==> src/rtl/synth_pkg.sv <==
// rtl/synth_pkg.sv - shared state type, field widths and note periods for the tone synth
package synth_pkg;

  localparam int SYNTH_PERIOD_W = 19;
  localparam int SYNTH_DUR_W    = 12;

  typedef enum logic [2:0] {
    ST_IDLE,
    ST_FETCH,
    ST_DECODE,
    ST_PLAY,
    ST_GAP
  } seq_state_t;

  // Square-wave periods in clk48m cycles (48 MHz divided by the note frequency).
  localparam int unsigned NOTE_C4 = 183468;
  localparam int unsigned NOTE_D4 = 163452;
  localparam int unsigned NOTE_E4 = 145619;
  localparam int unsigned NOTE_F4 = 137446;
  localparam int unsigned NOTE_G4 = 122451;
  localparam int unsigned NOTE_A4 = 109091;
  localparam int unsigned NOTE_B4 = 97189;
  localparam int unsigned NOTE_C5 = 91734;
  localparam int unsigned NOTE_D5 = 81726;
  localparam int unsigned NOTE_E5 = 72810;
  localparam int unsigned NOTE_F5 = 68723;
  localparam int unsigned NOTE_G5 = 61226;
  localparam int unsigned NOTE_A5 = 54545;
  localparam int unsigned NOTE_B5 = 48595;
  localparam int unsigned NOTE_C6 = 45867;
  localparam int unsigned NOTE_REST = 0;

  function automatic logic [SYNTH_PERIOD_W+SYNTH_DUR_W-1:0] pack_note(
    input int unsigned p,
    input int unsigned d
  );
    return {p[SYNTH_PERIOD_W-1:0], d[SYNTH_DUR_W-1:0]};
  endfunction

endpackage

==> src/rtl/tick_prescaler.sv <==
// rtl/tick_prescaler.sv - free-running divider producing a one-cycle tick every DIV clocks
module tick_prescaler #(
  parameter int DIV = 48000
) (
  input  logic clk48m,
  input  logic rst_n,
  input  logic clear,
  output logic tick
);

  localparam int            CW   = (DIV > 1) ? $clog2(DIV) : 1;
  localparam logic [CW-1:0] LAST = CW'(DIV - 1);

  logic [CW-1:0] r_cnt;

  always_ff @(posedge clk48m or negedge rst_n) begin
    if (!rst_n) begin
      r_cnt <= '0;
    end else if (clear || tick) begin
      r_cnt <= '0;
    end else begin
      r_cnt <= r_cnt + 1'b1;
    end
  end

  assign tick = (r_cnt == LAST);

endmodule

==> src/rtl/note_sequencer.sv <==
// rtl/note_sequencer.sv - steps an external {period, dur} note table and drives period/gate
module note_sequencer
  import synth_pkg::*;
#(
  parameter int CLK_HZ    = 48000000,
  parameter int TICK_HZ   = 1000,
  parameter int ADDR_W    = 5,
  parameter int PERIOD_W  = SYNTH_PERIOD_W,
  parameter int DUR_W     = SYNTH_DUR_W,
  parameter int GAP_TICKS = 10
) (
  input  logic                      clk48m,
  input  logic                      rst_n,
  input  logic                      start,
  input  logic                      stop,
  input  logic                      loop_en,
  output logic [ADDR_W-1:0]         step_addr,
  input  logic [PERIOD_W+DUR_W-1:0] step_data,
  output logic [PERIOD_W-1:0]       period,
  output logic                      gate,
  output logic                      busy,
  output logic                      done
);

  seq_state_t          r_state;
  logic [ADDR_W-1:0]   r_idx;
  logic [DUR_W-1:0]    r_dur;
  logic [PERIOD_W-1:0] r_period;
  logic                r_gate;
  logic                r_busy;
  logic                r_done;

  logic                w_tick;
  logic                w_clear;
  logic                w_last;
  logic                w_advance;
  logic [PERIOD_W-1:0] w_period_f;
  logic [DUR_W-1:0]    w_dur_f;

  assign w_period_f = step_data[PERIOD_W+DUR_W-1:DUR_W];
  assign w_dur_f    = step_data[DUR_W-1:0];

  // Holding the prescaler at zero outside PLAY/GAP aligns every note and gap to its entry edge.
  assign w_clear   = (r_state != ST_PLAY) && (r_state != ST_GAP);
  assign w_last    = (r_dur == DUR_W'(1));
  assign w_advance = w_tick && w_last &&
                     ((r_state == ST_GAP) || ((r_state == ST_PLAY) && (GAP_TICKS == 0)));

  tick_prescaler #(
    .DIV(CLK_HZ / TICK_HZ)
  ) u_prescaler (
    .clk48m(clk48m),
    .rst_n (rst_n),
    .clear (w_clear),
    .tick  (w_tick)
  );

  always_ff @(posedge clk48m or negedge rst_n) begin
    if (!rst_n) begin
      r_state  <= ST_IDLE;
      r_idx    <= '0;
      r_dur    <= '0;
      r_period <= '0;
      r_gate   <= 1'b0;
      r_busy   <= 1'b0;
      r_done   <= 1'b0;
    end else begin
      r_done <= 1'b0;
      if ((r_state != ST_IDLE) && stop) begin
        r_state  <= ST_IDLE;
        r_period <= '0;
        r_gate   <= 1'b0;
        r_busy   <= 1'b0;
      end else begin
        case (r_state)
          ST_IDLE: begin
            if (start && !stop) begin
              r_idx   <= '0;
              r_state <= ST_FETCH;
              r_busy  <= 1'b1;
            end
          end
          ST_FETCH: r_state <= ST_DECODE;
          ST_DECODE: begin
            if (w_dur_f == '0) begin
              if (loop_en && (r_idx != '0)) begin
                r_idx   <= '0;
                r_state <= ST_FETCH;
              end else begin
                r_state <= ST_IDLE;
                r_busy  <= 1'b0;
                r_done  <= 1'b1;
              end
            end else begin
              r_period <= w_period_f;
              r_gate   <= (w_period_f != '0);
              r_dur    <= w_dur_f;
              r_state  <= ST_PLAY;
            end
          end
          ST_PLAY: begin
            if (w_tick) begin
              r_dur <= r_dur - 1'b1;
              if (w_last) begin
                r_period <= '0;
                r_gate   <= 1'b0;
                if (GAP_TICKS > 0) begin
                  r_state <= ST_GAP;
                  r_dur   <= DUR_W'(GAP_TICKS);
                end
              end
            end
          end
          ST_GAP: begin
            if (w_tick) begin
              r_dur <= r_dur - 1'b1;
            end
          end
          default: r_state <= ST_IDLE;
        endcase

        // Running off the table end wraps idx to 0, so the loop rule cannot fire there.
        if (w_advance) begin
          if (r_idx == '1) begin
            r_state <= ST_IDLE;
            r_busy  <= 1'b0;
            r_done  <= 1'b1;
          end else begin
            r_idx   <= r_idx + 1'b1;
            r_state <= ST_FETCH;
          end
        end
      end
    end
  end

  assign step_addr = r_idx;
  assign period    = r_period;
  assign gate      = r_gate;
  assign busy      = r_busy;
  assign done      = r_done;

endmodule

==> config.mk <==
export PLATFORM = sky130hd
export DESIGN_NAME = note_sequencer
export DESIGN_NICKNAME = d
export VERILOG_FILES = /design/src/rtl/synth_pkg.sv /design/src/rtl/tick_prescaler.sv /design/src/rtl/note_sequencer.sv
export SDC_FILE = /design/constraint.sdc
export NUM_CORES = 1
export LEC_CHECK = 0
export ABC_AREA = 1
export CAP_MARGIN = 5
export CORE_MARGIN = 4
export CORE_UTILIZATION = 57
export DETAILED_ROUTE_END_ITERATION = 10
export GPL_TIMING_DRIVEN = 0
export PLACE_DENSITY_LB_ADDON = 0.08
export SETUP_SLACK_MARGIN = 0.15
export SYNTH_ARGS = -nofsm -noshare
export SYNTH_HDL_FRONTEND = slang
export SYNTH_SLANG_ARGS = --single-unit
==> constraint.sdc <==
create_clock -name clk48m -period 3.4 [get_ports clk48m]
set_input_delay 0.34 -clock clk48m [delete_from_list [all_inputs] [get_ports clk48m]]
set_output_delay 0.34 -clock clk48m [all_outputs]
set_load 0.02 [all_outputs]
==> results of run 1 <==
==> synth_stat cells <==
master	instances	area, sq um
nand2_1	135	507
nor2_1	59	221
dfrtp_1	58	1450
nand3_1	41	205
inv_1	31	116
o21ai_0	16	80.1
a21oi_1	11	55.1
o21ai_1	9	45.0
inv_2	8	30.0
nand4_1	8	50.1
ha_1	6	75.1
nand2_2	6	37.5
xnor2_1	6	52.6
xor2_1	6	52.6
nor2_8	5	100
nor4_1	5	31.3
nor3_1	4	20.0
buf_2	3	15.0
nor2_4	3	33.8
o31ai_1	3	22.5
a31oi_1	2	12.5
buf_1	2	7.51
buf_4	2	15.0
o21ai_2	2	17.5
o22ai_1	2	12.5
a211oi_1	1	7.51
a311oi_1	1	8.76
and3_1	1	6.26
buf_8	1	15.0
inv_4	1	6.26
nand2_4	1	11.3
nand3_2	1	10.0
nand3_4	1	17.5
nor2_2	1	6.26
nor3_2	1	10.0
o21a_1	1	7.51
o21bai_4	1	18.8
or2_0	1	6.26
or3_1	1	6.26
==> power breakdown <==
group          internal [W]  switching, W  leakage (nW)
combinational      0.000551      0.000881          1.18
sequential         0.000859      0.000152         0.773
clock              0.000471      0.000279         0.119
==> stage by stage <==
| step | worst slack [ns] | hold WS [ns] |
|---|---|---|
| 2_1_floorplan | 1.73 | 0.0444 |
| 3_3_place_gp | 0.176 | 0.448 |
| 3_5_place_dp | 1.25 | 0.335 |
| 4_1_cts | 1.59 | 0.478 |
| 5_1_grt | 1.40 | 0.507 |
| 6_report | 1.56 | 0.468 |
==> critical path, stage by stage <==
cell	delay (ns)
clkdlybuf4s50_1	0.42
or2_0	0.23
nor2_1	0.25
nand2_1	0.16
nand2_1	0.17
o21ai_1	0.10
o21ai_2	0.08
buf_4	0.19
nand3_1	0.09
nand2_1	0.08
==> worst min path at each step <==
stage                                 to  cells after the start                 start
floorplan                           busy                      0                 rst_n
global route        u_prescaler.r_cnt[0]                      1  u_prescaler.r_cnt[0]
finish              u_prescaler.r_cnt[0]                      1  u_prescaler.r_cnt[0]
CTS                 u_prescaler.r_cnt[0]                      1  u_prescaler.r_cnt[0]
detailed placement              r_dur[0]                      1                 rst_n
global placement    u_prescaler.r_cnt[0]                      1  u_prescaler.r_cnt[0]
==> final cells by class <==
class,count,area share
clock inverter,4,0.0166
clock buffer,12,0.0377
inverter,40,0.0349
buffer,8,0.0120
sequential,58,0.332
timing repair buffer,64,0.147
tap,72,0.0206
multi-input combinational,341,0.399
==> registers in the layout, indices dropped and copies added (netlist names) <==
signal / cells
period: 19
u_prescaler.r_cnt: 16
r_dur: 12
step_addr: 5
r_state: 3
busy: 1
done: 1
gate: 1
==> logic make-up after synthesis <==
logic type,count (synthesis),share of synthesized area
buffers and inverters,48,0.0603
adders and majority gates,6,0.0221
DFF,58,0.426
xor gates and xnor gates,12,0.0309
and+or+nand+nor,274,0.376
AOI/OAI and AO/OA,49,0.0845
==> metal layers <==
layer	vias to the layer above	wire [um]
met3	19	426
met5	-	0
li1	1604	-
met4	0	219
met2	81	4000
met1	1463	3530
==> what timing repair did <==
action,CTS,global route
resized for setup,0,0
endpoints found under the hold margin,20,0
hold buffers,1,0
==> placed cells by master (no fill, tap or decap), types with 6 or more instances in the layout <==
| cell type | n |
|---|---|
| nand4_1 | 8 |
| xnor2_1 | 6 |
| clkdlybuf4s50_1 | 61 |
| clkbuf_8 | 12 |
| nor2_1 | 59 |
| nand3_1 | 41 |
| xor2_1 | 6 |
| o21ai_0 | 16 |
| a21oi_1 | 11 |
| dfrtp_1 | 58 |
| o21ai_1 | 9 |
| inv_2 | 8 |
| nand2_2 | 6 |
| inv_1 | 31 |
| ha_1 | 6 |
| nand2_1 | 135 |
==> flow_summary.ini, run 1 <==
[synthesis]
synth_cell_type_count = 39
syn-instance-count = 447
synth_area_per_cell_sq_um = 7.62
post_synth_instance_area_sq_um = 3400
synth.yosys.warnings = 0
synth_seq_cells = 58
synth_seq_area_share = 0.426
synth_fp_nets = 489

[global_route]
grt_util_all_layers = 0.239
number_of_global_route_vias_before_repair = 3103
grt.busiest_layer = met2
maximum_number_of_pins_on_one_net_before_global_route_repair = 39
global_routing_met1_resource_utilization = 0.291
use_met3 = 0.0524
number_of_antenna_violations_at_the_first_check_in_global_routing = 0
grt-ovfl-total = 0
globalRouteMet2Util = 0.400
grt_pass1_wl_um = 14000

[critical_path]
crit_path_start = step_data[3]
r2r_slack_ns = 1.61
reg2reg_to = step_addr[0]
required_ns = 3.68
worst_ep_arrival_time_ns = 2.12
crit_path_max_fanout = 10
critical_path.endpoint = period[13]
path_class = input port to flop
worst_setup_path_end_kind = flop
start_kind = input port
worst-r2r-cell-count = 10
critical_path.reg2reg.startpoint = u_prescaler.r_cnt[0]

[floorplanning]
design.core.area_sq_um = 5640
die-height_um = 85.3
number_of_cell_rows = 27
die_x_um = 85.3
starting_density_of_the_core = 0.603
io_pins = 63
fp.dieArea_sq_um = 7270

[run_status]
result_of_the_run = completed

[finish]
multi_input_area_sq_um = 1750
utilization = 0.776
post_layout_nets = 564
sequential_cell_area_sq_um = 1450
drive_gt1_frac = 0.104
final_cell_count_no_fill = 599
layout.cell_area.non_filler_sq_um = 4380
synthToLayoutAreaGrowth_pct = 28.6
num_antenna_cells = 0
num-fill-cells = 419

[route]
via_per_inst = 5.29
first_pass_iters = 5
drt.antenna.violating_nets = 0
detail_route.wl_per_cell_um = 13.6
drt_drc_violations_left = 0
drtIter0Drc = 220
via_count = 3167
wirelength_um = 8180

[place]
globalplace.congestion = 0.947
dp.cells = 582
post_dp_cell_area_sq_um = 4130
numPortBuffers = 62
dp_hpwl_um = 6180

[power_and_ir_drop]
power-per-cell-area_nw_per_um2 = 730
post-layout-total-power_w = 0.00319
cellLeakagePower_nw = 2.07
peak_supply_drop_v = 0.000506

[clocking]
cts.reportedPaths.clkPinSlew_ns = 0.07
cts_buffers = 9
cts.sinks = 58
tritoncts = done
clock-root-buffer = clkbuf_8
clk_path_buf_depth = 2
clk-insertion-delay-late_ns = 0.34
cts_max_level = 3
cts_setup_buffers = 0

[sta]
min_period_over_period = 0.540
fin_tns_setup_ns = 0
timing_worst_slew_pin_value_ns = 0.501
layout_min_cycle_time_ns = 1.84
worst_slew_slack_as_a_fraction_of_its_limit = 0.666
clock.fmax_mhz = 544
grt_setup_unrepaired = false
timing.final.max_slew_violations = 0
hold_violations = 0
setup_viol = 0
finalClockSkew_ns = 0.00809

[flow_run]
maxCapViolCount = 0

[min_path]
hold_path_class = flop to flop
Power figures use the tool's default switching activity.
==> run 2, diff against run 1 <==
--- a/config.mk
+++ b/config.mk
@@ -8,7 +8,7 @@
 export ABC_AREA = 1
 export CAP_MARGIN = 5
 export CORE_MARGIN = 4
-export CORE_UTILIZATION = 57
+export CORE_UTILIZATION = 53
 export DETAILED_ROUTE_END_ITERATION = 10
 export GPL_TIMING_DRIVEN = 0
 export PLACE_DENSITY_LB_ADDON = 0.08
==> constraint.sdc (replaced) <==
create_clock -name clk48m -period 1.7 [get_ports clk48m]
set_input_delay 0.17 -clock clk48m [delete_from_list [all_inputs] [get_ports clk48m]]
set_output_delay 0.17 -clock clk48m [all_outputs]
set_load 0.02 [all_outputs]
==> run 2 against run 1 <==
  * Routed wire length up 19%
  * Clock skew grew 0.0077 ns
  * Highest routed layer unchanged
  * Worst hold slack got worse by 0.18 ns
==> flow_summary.ini, run 2 (same netlist as run 1, synthesis figures left out) <==
[critical_path]
crit_path_start = r_dur[1]
worst_ep_arrival_time_ns = 1.91
start_kind = flop
worst_setup_path_end_kind = flop
crit_path_max_fanout = 5
critical-path-slowest-cell = dfrtp_1
critical_path.reg2reg.startpoint = r_dur[1]
required_ns = 1.92
crit_chain = inv_2 > ha_4 > nand2_2 > nor2_4 > nand4_1 > o21ai_2 > o21ai_2 > buf_2 > nand3_1 > nand2_1
delay_of_the_slowest_cell_on_the_worst_path_ns = 0.40
path_class = flop to flop
timing.critical_path.mode_cell = o21ai_2

[sta]
grt_setup_unrepaired = true
finalClockSkew_ns = 0.0158
worst_slew_slack_as_a_fraction_of_its_limit = 0.677
hold_violations = 0
fin_tns_setup_ns = 0
clock.fmax_mhz = 593
timing.final.max_slew_violations = 0
setup_viol = 0
timing_worst_slew_pin_value_ns = 0.480
layout_min_cycle_time_ns = 1.68
min_period_over_period = 0.991

[finish]
final_cell_count_no_fill = 627
synthToLayoutAreaGrowth_pct = 44.5
num_antenna_cells = 0
layout.cell_area.non_filler_sq_um = 4920
utilization = 0.812
mostFrequentLayoutCell = nand2_1
largest_reg_flops = 19
post_layout_nets = 589
drive_gt1_frac = 0.270
most_frequent_cells_in_the_layout = nand2_1, clkdlybuf4s50_1, dfrtp_1, nor2_1, inv_1

[clocking]
clk_path_buf_depth = 2
cts_max_level = 3
clk-insertion-delay-late_ns = 0.34
cts_buffers = 9
cts.sinks = 58
tritoncts = done
cts.reportedPaths.clkPinSlew_ns = 0.08
clock-root-buffer = clkbuf_8

[global_route]
grt_pass1_wl_um = 14900
grt-ovfl-total = 0
number_of_antenna_violations_at_the_first_check_in_global_routing = 0
number_of_global_route_vias_before_repair = 3301
maximum_number_of_pins_on_one_net_before_global_route_repair = 42
grt_util_all_layers = 0.245

[floorplanning]
die_x_um = 88.1
design.core.area_sq_um = 6060
die-height_um = 88.1
fp.dieArea_sq_um = 7770
number_of_cell_rows = 28
starting_density_of_the_core = 0.562
io_pins = 63

[place]
dp.cells = 585
dp_hpwl_um = 6060
numPortBuffers = 62
post_dp_cell_area_sq_um = 4140
globalplace.congestion = 0.898

[route]
drtIter0Drc = 177
drt.antenna.violating_nets = 0
wirelength_um = 9730
via_per_inst = 5.49
drt_drc_violations_left = 0
detail_route.wl_per_cell_um = 15.5
first_pass_iters = 5
via_count = 3441

[flow_run]
maxCapViolCount = 0

[power_and_ir_drop]
power-per-cell-area_nw_per_um2 = 1410
cellLeakagePower_nw = 2.32
peak_supply_drop_v = 0.000914

[run_status]
result_of_the_run = completed

[min_path]
hold_path_class = input port to async pin
## run 2: changes by cell type in the layout (fill, tap and decap cells not counted), sizes merged
| cell | previous run | this run |
|---|---|---|
| inv | 40 | 38 |
| dlymetal6s2s | 0 | 3 |
| nor2 | 68 | 69 |
| dlygate4sd2 | 0 | 1 |
| clkinv | 1 | 3 |
| clkdlybuf4s50 | 61 | 57 |
| bufinv | 2 | 1 |
| clkinvlp | 1 | 3 |
| buf | 10 | 33 |
## run 2: stage by stage
step | hold slack (ns) | setup slack (ns) | power, W
global placement | 0.452 | -1.56 | 0.00481
CTS | 0.312 | 0.0724 | 0.00658
detailed placement | 0.145 | -0.278 | 0.00489
floorplan | -0.126 | 0.159 | 0.00400
global route | 0.322 | -0.112 | 0.00745
finish | 0.290 | 0.0150 | 0.00696
## run 2: worst paths after layout
kind,slack (ns),depth (start not counted),end
worst max-delay path,0.02,10,period[9]
worst min-delay path,0.29,2,r_dur[4]
worst max register to register,0.02,10,period[9]
worst min register to register,0.49,2,period[13]
max in group asynchronous,0.81,3,r_state[1]
min in group clk48m,0.40,3,period[4]
## run 2: final cells by class
class                   count  area, sq um
multi-input cells         342         2090
repair buffers             88          853
inverters                  40          169
clock buffers              11          131
plain buffers               8         66.3
fillers                   396         1140
flip-flops and latches     58         1460
well taps                  75         93.8
clock inverters             5         55.1
## run 2: critical path, delay by kind of cell (launching register included)
kind	cells	cell delay, ns
fa+ha+maj	1	0.12
compound gates	2	0.29
simple gates	5	0.47
flops	1	0.40
buf+inv	2	0.27
## run 2: per-layer routing
metal / track usage / wire length [um] / vias up
met2: 0.388 / 4900 / 107
met1: 0.322 / 4070 / 1651
li1: - / - / 1661
met3: 0.0442 / 482 / 22
met5: 0 / 0 / -
met4: 0.128 / 268 / 0
## run 2: where the power goes
part	switching, W	internal (W)
Combinational	0.00216	0.00151
Sequential	0.000325	0.00172
Clock	0.000566	0.000673
Total	0.00305	0.00391
## run 2: timing repair
item | in CTS | in global routing
pin swaps | 17 | 13
hold endpoints to repair | 17 | 0
setup buffers | 11 | 11
gates cloned | 3 | 0
gates resized for setup | 52 | 58
endpoints found under the setup margin | 48 | 55
hold buffers | 1 | 0
==> run 3, diff against run 2 <==
--- a/config.mk
+++ b/config.mk
@@ -8,11 +8,12 @@
 export ABC_AREA = 1
 export CAP_MARGIN = 5
 export CORE_MARGIN = 4
-export CORE_UTILIZATION = 53
+export CORE_UTILIZATION = 40
 export DETAILED_ROUTE_END_ITERATION = 10
 export GPL_TIMING_DRIVEN = 0
-export PLACE_DENSITY_LB_ADDON = 0.08
+export PLACE_DENSITY = 0.61
 export SETUP_SLACK_MARGIN = 0.15
 export SYNTH_ARGS = -nofsm -noshare
 export SYNTH_HDL_FRONTEND = slang
+export SYNTH_HIERARCHICAL = 1
 export SYNTH_SLANG_ARGS = --single-unit
==> run 3 against run 2 <==
  * The run now ends with negative setup slack left
  * Cell count grew 13%
  * Sequential power increased by 3%
  * Combinational power up 14%
  * Critical path type unchanged
  * Largest cell class unchanged
==> flow_summary.ini, run 3 <==
[route]
wirelength_um = 9710
drt_drc_violations_left = 0
drtIter0Drc = 103
via_per_inst = 4.89
first_pass_iters = 4
via_count = 3480
drt.antenna.violating_nets = 0
detail_route.wl_per_cell_um = 13.7

[synthesis]
synth.cells.most_frequent = nand2_1, nor2_1, dfrtp_1, inv_1, nand3_1
synth_fp_nets = 544
most_used_flip_flop_cell_after_synthesis = dfrtp_1
syn-instance-count = 502
synth_seq_area_share = 0.399
synth_largest_type_area_fraction = 0.399
post_synth_instance_area_sq_um = 3640
synth_seq_cells = 58
cell_type_with_the_largest_total_area_after_synthesis = dfrtp_1
synth_area_per_cell_sq_um = 7.25
yosysMostFrequentCell = nand2_1
synth.area.top_cells = dfrtp_1, nand2_1, nor2_1, nand3_1, inv_1
synth_cell_type_count = 35
ys_async_sr_fraction = 1.00
number_of_enable_flip_flop_cells_after_synthesis = 0
synth.yosys.warnings = 6

[critical_path]
critical_path.reg2reg.startpoint = u_prescaler/r_cnt[7]
worst_ep_arrival_time_ns = 2.08
start_kind = flop
critical-path-slowest-cell = dfrtp_1
crit_path_start = u_prescaler/r_cnt[7]
worst_setup_path_end_kind = flop
delay_of_the_slowest_cell_on_the_worst_path_ns = 0.37
r2r_slack_ns = -0.10
required_ns = 1.98
path_class = flop to flop
crit_chain = buf_6 > nor3_4 > nand3_2 > nor3_4 > inv_2 > nand2_4 > nand3_4 > nor2_4 > buf_6 > nor2_1 > nor2_1
crit_path_max_fanout = 7

[clocking]
cts.reportedPaths.clkPinSlew_ns = 0.07
tritoncts = done
cts_max_level = 3
cts_buffers = 9
clock-root-buffer = clkbuf_8
clk_path_buf_depth = 2
cts.sinks = 58
clk-insertion-delay-late_ns = 0.35

[place]
dp_hpwl_um = 6450
numPortBuffers = 62
globalplace.congestion = 0.851

[sta]
hold_violations = 0
timing_worst_slew_pin_value_ns = 0.763
timing.final.max_slew_violations = 0
layout_min_cycle_time_ns = 1.80
setup_viol = 39
setup_ws_ns = -0.100
min_period_over_period = 1.06
worst_slew_slack_as_a_fraction_of_its_limit = 0.491
grt_setup_unrepaired = true
clock.fmax_mhz = 555
finalClockSkew_ns = 0.0145

[run_status]
violations = negative setup slack
result_of_the_run = finished, violations left

[power_and_ir_drop]
post-layout-total-power_w = 0.00748
cellLeakagePower_nw = 2.56
power-per-cell-area_nw_per_um2 = 1440
peak_supply_drop_v = 0.000852

[finish]
largest_reg_flops = 19
most_frequent_cells_in_the_layout = nand2_1, nor2_1, dfrtp_1, clkdlybuf4s50_1, inv_1
num_antenna_cells = 0
mostFrequentLayoutCell = nand2_1
post_layout_nets = 640
drive_gt1_frac = 0.255
synthToLayoutAreaGrowth_pct = 43.1
utilization = 0.591

[floorplanning]
die_x_um = 103
number_of_cell_rows = 34
die-height_um = 103
io_pins = 63
fp.dieArea_sq_um = 10700
design.core.area_sq_um = 8810
starting_density_of_the_core = 0.413

[min_path]
hold_path_class = input port to async pin

[global_route]
grt_pass1_wl_um = 15800
grt-ovfl-total = 0
number_of_global_route_vias_before_repair = 3462
maximum_number_of_pins_on_one_net_before_global_route_repair = 59
grt_util_all_layers = 0.188
number_of_antenna_violations_at_the_first_check_in_global_routing = 0

[flow_run]
maxCapViolCount = 0
==> run 3: changes by cell type after synthesis, sizes merged, moves of 4 or more <==
cell and change:
a21oi -4, inv +20, nand2 +20, nand3 +6, nand3b +5, nor2 +18, nor4 -5, o21ai -8
xor2 +4
==> run 3: layout make-up <==
class | instances | area (sq um)
Buffer | 11 | 129
Sequential cell | 58 | 1450
Multi-Input combinational cell | 372 | 2170
Clock buffer | 10 | 138
Inverter | 61 | 243
Clock inverter | 6 | 42.5
Tap cell | 108 | 135
Fill cell | 819 | 3600
Timing Repair Buffer | 85 | 892
==> run 3: cells by family after synthesis <==
logic type	Yosys count	share of synthesized area
AND/OR/NAND/NOR	321	0.413
buffers and inverters	72	0.0867
flip-flops	58	0.399
AO/OA/AOI/OAI	32	0.0492
XOR/XNOR	13	0.0313
adder cells (fa/ha/maj)	6	0.0206
==> run 3: layer usage <==
metal | vias to the layer above | share of wire | GRT usage | wire length [um]
met4 | 0 | 0.013 | 0.0697 | 126
met2 | 77 | 0.49 | 0.299 | 4720
met3 | 12 | 0.055 | 0.0590 | 534
met1 | 1622 | 0.45 | 0.239 | 4330
li1 | 1769 | - | - | -
met5 | - | 0 | 0 | 0
==> run 3: critical path: cells and delay by family (launching register included) <==
family / cells / cell delay (ns)
buffers and inverters: 3 / 0.37
AND/OR/NAND/NOR: 8 / 0.98
flip-flops: 1 / 0.37
==> run 3: stage by stage <==
stage,area (sq um),TNS (ns),instances,setup WS (ns),hold slack (ns)
2_1_floorplan,3670,0,502,0.0552,-0.126
3_3_place_gp,4430,-99.40,672,-1.59,0.454
3_5_place_dp,4430,-7.55,672,-0.235,0.303
4_1_cts,4890,-2.05,705,-0.0858,0.462
5_1_grt,5200,-7.79,711,-0.255,0.472
6_report,5200,-2.34,711,-0.100,0.425
==> run 3: path summary, 6_finish.rpt <==
kind	to	cells after the start
min reg2reg	period[4]	2
min	r_dur[4]	2
min in group clk48m	period[12]	5
max reg2reg	r_dur[9]	11
max in group asynchronous	r_state[0]	2
max	r_dur[9]	11
==> run 3: where the power goes <==
part	leakage (nW)	internal [W]	total (W)	switching [W]
sequential	0.758	0.00179	0.00212	0.000335
clock	0.0765	0.000564	0.00119	0.000627
combinational	1.73	0.00178	0.00417	0.00238
==> run 3: what timing repair did <==
item | in CTS | in global routing
gates resized for setup | 49 | 60
buffers inserted | 12 | 4
hold endpoints to repair | 58 | 0
pin swaps | 8 | 26
hold buffers | 1 | 0
endpoints found under the setup margin | 60 | 60
cloned | 4 | 2
